[src/rtl/loc_bus_arb.sv]
// Two-port arbiter/sequencer for the shared local bus: wins LHOLD/LHOLDA, runs one single-beat
// address+data cycle. Define LOC_ARB_FIXED_PRIO_EN to make port 0 always win ties.
module loc_bus_arb #(
  parameter int unsigned TMO_CYCLES = 255
) (
  input  logic        CLOCK,
  input  logic        RESETn,
  input  logic        REQ0,
  input  logic        REQ1,
  input  logic        WR0,
  input  logic        WR1,
  input  logic [31:0] ADDR0,
  input  logic [31:0] ADDR1,
  input  logic [31:0] WDATA0,
  input  logic [31:0] WDATA1,
  output logic        GNT0,
  output logic        GNT1,
  output logic        DONE0,
  output logic        DONE1,
  output logic        ERR0,
  output logic        ERR1,
  output logic [31:0] RDATA,
  output logic        LHOLD,
  input  logic        LHOLDA,
  output logic        ADSn,
  output logic        LW_Rn,
  input  logic        READYn,
  output logic [31:0] LAD_OUT,
  output logic        LAD_OE,
  input  logic [31:0] LAD_IN
);

  localparam logic [7:0] TmoLast = 8'(TMO_CYCLES - 1);

  typedef enum logic [2:0] {
    StIdle,
    StHold,
    StAddr,
    StData,
    StEnd
  } state_e;

  state_e      state;
  logic [7:0]  tmo_cnt;
  logic        sel;
  logic        wr_lat;
  logic [31:0] addr_lat;
  logic [31:0] wdata_lat;

  logic        pick;
  logic        tmo_hit;
  logic        fin_ok;
  logic        fin_err;

`ifdef LOC_ARB_FIXED_PRIO_EN
  always_comb begin
    pick = ~REQ0;
  end
`else
  logic last_win;

  // On a tie the loser of the previous grant wins; a lone request always wins.
  always_comb begin
    pick = REQ1;
    if (REQ0 && REQ1) begin
      pick = ~last_win;
    end
  end
`endif

  always_comb begin
    tmo_hit = (tmo_cnt == TmoLast);
    fin_ok  = (state == StData) && !READYn;
    fin_err = ((state == StHold) && !LHOLDA && tmo_hit) ||
              ((state == StData) && READYn && tmo_hit);
  end

  always_ff @(posedge CLOCK or negedge RESETn) begin
    if (!RESETn) begin
      state     <= StIdle;
      tmo_cnt   <= 8'd0;
      sel       <= 1'b0;
      wr_lat    <= 1'b0;
      addr_lat  <= 32'd0;
      wdata_lat <= 32'd0;
      GNT0      <= 1'b0;
      GNT1      <= 1'b0;
      DONE0     <= 1'b0;
      DONE1     <= 1'b0;
      ERR0      <= 1'b0;
      ERR1      <= 1'b0;
      RDATA     <= 32'd0;
      LHOLD     <= 1'b0;
      ADSn      <= 1'b1;
      LW_Rn     <= 1'b0;
      LAD_OUT   <= 32'd0;
      LAD_OE    <= 1'b0;
`ifndef LOC_ARB_FIXED_PRIO_EN
      last_win  <= 1'b1;
`endif
    end else begin
      DONE0 <= 1'b0;
      DONE1 <= 1'b0;
      ERR0  <= 1'b0;
      ERR1  <= 1'b0;
      if (fin_ok || fin_err) begin
        state   <= StEnd;
        tmo_cnt <= 8'd0;
        GNT0    <= 1'b0;
        GNT1    <= 1'b0;
        LHOLD   <= 1'b0;
        LAD_OE  <= 1'b0;
        DONE0   <= fin_ok && !sel;
        DONE1   <= fin_ok && sel;
        ERR0    <= fin_err && !sel;
        ERR1    <= fin_err && sel;
        if (fin_ok && !wr_lat) begin
          RDATA <= LAD_IN;
        end
      end else begin
        case (state)
          StIdle: begin
            if (REQ0 || REQ1) begin
              state     <= StHold;
              tmo_cnt   <= 8'd0;
              sel       <= pick;
              wr_lat    <= pick ? WR1 : WR0;
              addr_lat  <= pick ? ADDR1 : ADDR0;
              wdata_lat <= pick ? WDATA1 : WDATA0;
              GNT0      <= ~pick;
              GNT1      <= pick;
              LHOLD     <= 1'b1;
`ifndef LOC_ARB_FIXED_PRIO_EN
              last_win  <= pick;
`endif
            end
          end
          StHold: begin
            if (LHOLDA) begin
              state   <= StAddr;
              tmo_cnt <= 8'd0;
              ADSn    <= 1'b0;
              LAD_OE  <= 1'b1;
              LAD_OUT <= addr_lat;
              LW_Rn   <= wr_lat;
            end else begin
              tmo_cnt <= tmo_cnt + 8'd1;
            end
          end
          StAddr: begin
            state   <= StData;
            tmo_cnt <= 8'd0;
            ADSn    <= 1'b1;
            LAD_OE  <= wr_lat;
            if (wr_lat) begin
              LAD_OUT <= wdata_lat;
            end
          end
          StData: begin
            tmo_cnt <= tmo_cnt + 8'd1;
          end
          StEnd: begin
            state   <= StIdle;
            tmo_cnt <= 8'd0;
          end
          default: begin
            state <= StIdle;
          end
        endcase
      end
    end
  end

endmodule

[config.mk]
export PLATFORM = sky130hd
export DESIGN_NAME = loc_bus_arb
export DESIGN_NICKNAME = d
export VERILOG_FILES = /design/src/rtl/loc_bus_arb.sv
export SDC_FILE = /design/constraint.sdc
export NUM_CORES = 1
export LEC_CHECK = 0
export ABC_AREA = 1
export ABC_CLOCK_PERIOD_IN_PS = 3050
export CAP_MARGIN = 40
export CELL_PAD_IN_SITES_DETAIL_PLACEMENT = 1
export CELL_PAD_IN_SITES_GLOBAL_PLACEMENT = 1
export CORE_ASPECT_RATIO = 2
export CORE_UTILIZATION = 35
export DETAILED_ROUTE_END_ITERATION = 10
export PLACE_DENSITY_LB_ADDON = 0.25
export SYNTH_ARGS = -nofsm -noshare
export SYNTH_HDL_FRONTEND = slang
export SYNTH_SLANG_ARGS = --single-unit
[constraint.sdc]
create_clock -name CLOCK -period 3.05 [get_ports CLOCK]
set_input_delay 0.4575 -clock CLOCK [delete_from_list [all_inputs] [get_ports CLOCK]]
set_output_delay 0.4575 -clock CLOCK [all_outputs]
set_load 0.02 [all_outputs]
==> results.md <==
- Status: finished clean
- Psw: 3930 uW
- Clk pin slew, worst setup/hold paths: around 0.070 ns
- Iter 0 DRT Violations: approximately 210
- Share of cells above drive strength 1: around 5.4%
- Multi-input gate area: 2540 um2
- Worst Skew: between 0.007 and 0.008 ns
- Peak supply drop: between 400 and 500 uV
- Total I/O pin count: around 240
- Input/output buffers: 241
- Synth async-reset ratio: 100%
- Clk_lat worst skew: 0.42 ns
- Period utilization: between 70% and 80%
- TritonCTS clock tree: built
- Syn Inst Count: 859
- RSZ-0062 raised after global routing: no
- Crit-path max FO: 32
- Resize count post-CTS: 0
- CP endpoint kind: flip-flop
- Placed standard-cell area: between 9000 and 10000 um2
- Die ar.: 20000 um2
- Post-DP HPWL: 16100 um
- Drt drc: 0
- Reg2reg setup slack: slightly below 0.9 ns
- Fin util: between 50% and 60%
- Synth Register Bits: around 150
- Commonest cells in the netlist: nand2_1 (459), dfrtp_1 (150), nand3_1 (77)
- Post-route cell area: approximately 10000 um2
- Final std cells w/o fill: ~1400
- Starting Density: 35.9%
- Worst Hold Class: in2async
- Die Wd: roughly 100 um
- Placed insts: about 1300
- Vias in the first global route: between 7000 and 8000
- CORE AREA: 18900 um2
- Routed Antenna Nets: 0
- Deepest clock path buffer count: 2
- Largest net degree at the start of global routing: 65
- Die H: about 200 um
- Post-CTS Setup Repair Bufs: 0
- Via Count: between 6000 and 7000
- Slew Limit Fails: 0
- WS Path Type: reg2reg
- Nets: roughly 1300
- Data arrival, critical path: between 2 and 3 ns
- Drt wl/cell: ~16 um
- Root buf cell: clkbuf_16
- GR Overflow Total: 0
- Slowest-stage cell, CP: dfrtp_1
- Most common cell on crit path: nand2_1
- TNS Setup: 0 ns
- First-pass GRT wire length: 35900 um
- Seq pwr share: 35.6%
- Most common cell in the netlist: nand2_1
- Ranking of synthesized cells by area: dfrtp_1 (55%), nand2_1 (25%), nand3_1 (5.7%)
- Mapped cell area: 6800 um2
- Worst Setup SP: state[0]
- First-pass DRT Iterations: 4
- FILL cells: roughly 2300
- Reg area: 3810 um2
- Rows: approximately 70
- Slew headroom: 52.0%
- Fin. Hold Viols: 0
- Fin Hold WS: roughly 0.016 ns
- Syn Area/Cell: ~7.9 um2
- Slowest Stage Delay on Critical Path: about 0.45 ns
- Hold bufs inserted after CTS: 0
- Worst R2R Start: state[0]
- Syn Nets: just over 1000
- Clk pwr share: between 20% and 30%
- Final setup viols: 0
- Pleak: 0.00485 uW
- Vias per std cell: between 4 and 5
- Tmin final: 2.17 ns
- P_int: roughly 5700 uW
- Register area share after synthesis: between 50% and 60%
- Slew @ Worst Pin: around 0.72 ns
- Cts bufs inserted: 17
- Placer's final routability congestion estimate: around 0.8
- Sw Share: 40.7%
- FMAX: between 0.4 and 0.5 GHz
- GR Util All Layers: about a quarter
- Synth cell types: 24
- Top FF cell, synth: dfrtp_1
- Worst Path Required: 3.41 ns
- Crit path launch type: flip-flop
- Gate power share: between 40% and 50%
- Layout area overhead: 46.4%
- Top cell type by total area after synthesis: dfrtp_1
- Initial antenna violation count: 2
- P per Cell Area: 970 nW/um2
- Critical-path cell list: nor2_4 -> nand2_2 -> inv_2 -> nand2_1 -> nand2_4 -> buf_4 -> nand2_1 -> nand2_1
- Clock sinks: 152
- H-tree levels: 4
- DRT Wirelength: about 22000 um
- Max Cap Violations: 0
- Yosys warning total: 0
- Yosys top cell area share: ~55%
- Post-synth EDFFs: 0
[cells by family after synthesis]
kind of cell / count (synthesis) / share of synthesized area (%)
buffers and inverters: 96 / 6.64
AOI/OAI and AO/OA: 45 / 3.33
xor gates and xnor gates: 3 / 0.387
and+or+nand+nor: 561 / 33.3
adders and majority gates: 2 / 0.368
DFF: 152 / 56.0
[placed cells by master (no fill, tap or decap), types with 2 or more instances in the layout]
master           instances
clkbuf_1                 2
ha_1                     2
buf_4                   13
a21oi_1                  3
nand4_1                  4
diode_2                  3
clkinvlp_4               4
clkinv_4                 2
dfrtp_1                150
nor2_1                  13
nand2_1                459
nand3_1                 77
dfstp_2                  2
clkinv_2                 6
clkdlybuf4s50_1        240
inv_1                   50
nor2_4                   4
xor2_1                   2
inv_2                    6
clkbuf_16               17
o21ai_0                 41
[through the flow]
step                setup slack [ns]  total power [uW]
global placement               0.592              7610
CTS                            0.841              9810
detailed placement             0.567              7770
floorplan                       1.68              5980
global route                   0.628             10400
finish                         0.881              9660
[routing by layer]
metal  part of all wire (%)  GRT usage [%]
met4                    4.0           12.6
met3                    4.9           5.67
met1                     35           23.6
met2                     56           44.5
met5                  0.049              0
[power by group through the flow]
stage	sequential [uW]	clock, uW	combinational (uW)
finish	3440	1980	4240
detailed placement	3460	0	4310
global route	3540	2100	4760
CTS	3450	2020	4340
global placement	3440	0	4170
floorplan	3810	0	2170
[registers in the layout, summed over array words and instances, names as in the netlist, 3 cells and up]
register,cells
LAD_OUT,32
state,3
addr_lat,32
tmo_cnt,8
wdata_lat,32
RDATA,32
[final cells by class]
cell class / count / share of cell area, %
repair buffers: 255 / 25.4
clock buffers: 19 / 4.35
inverters: 56 / 2.11
multi-input cells: 611 / 25.5
well taps: 255 / 3.21
diodes: 3 / 0.0754
clock inverters: 13 / 1.08
flip-flops and latches: 152 / 38.2
[path summary, 6_finish.rpt]
kind / to / depth (start not counted)
setup / recovery: LAD_OUT[11] / 8
hold / removal: RDATA[4] / 1
setup reg to reg: LAD_OUT[11] / 8
hold reg to reg: ERR0 / 1
max in group asynchronous: last_win / 2
min in group CLOCK: ERR0 / 1
[critical path: cells and delay by family (launching register included)]
family | cells | cell delay, ns
buffers and inverters | 2 | 0.73
DFF | 1 | 0.45
and+or+nand+nor | 6 | 0.91
(Power assumes the default switching activity.)
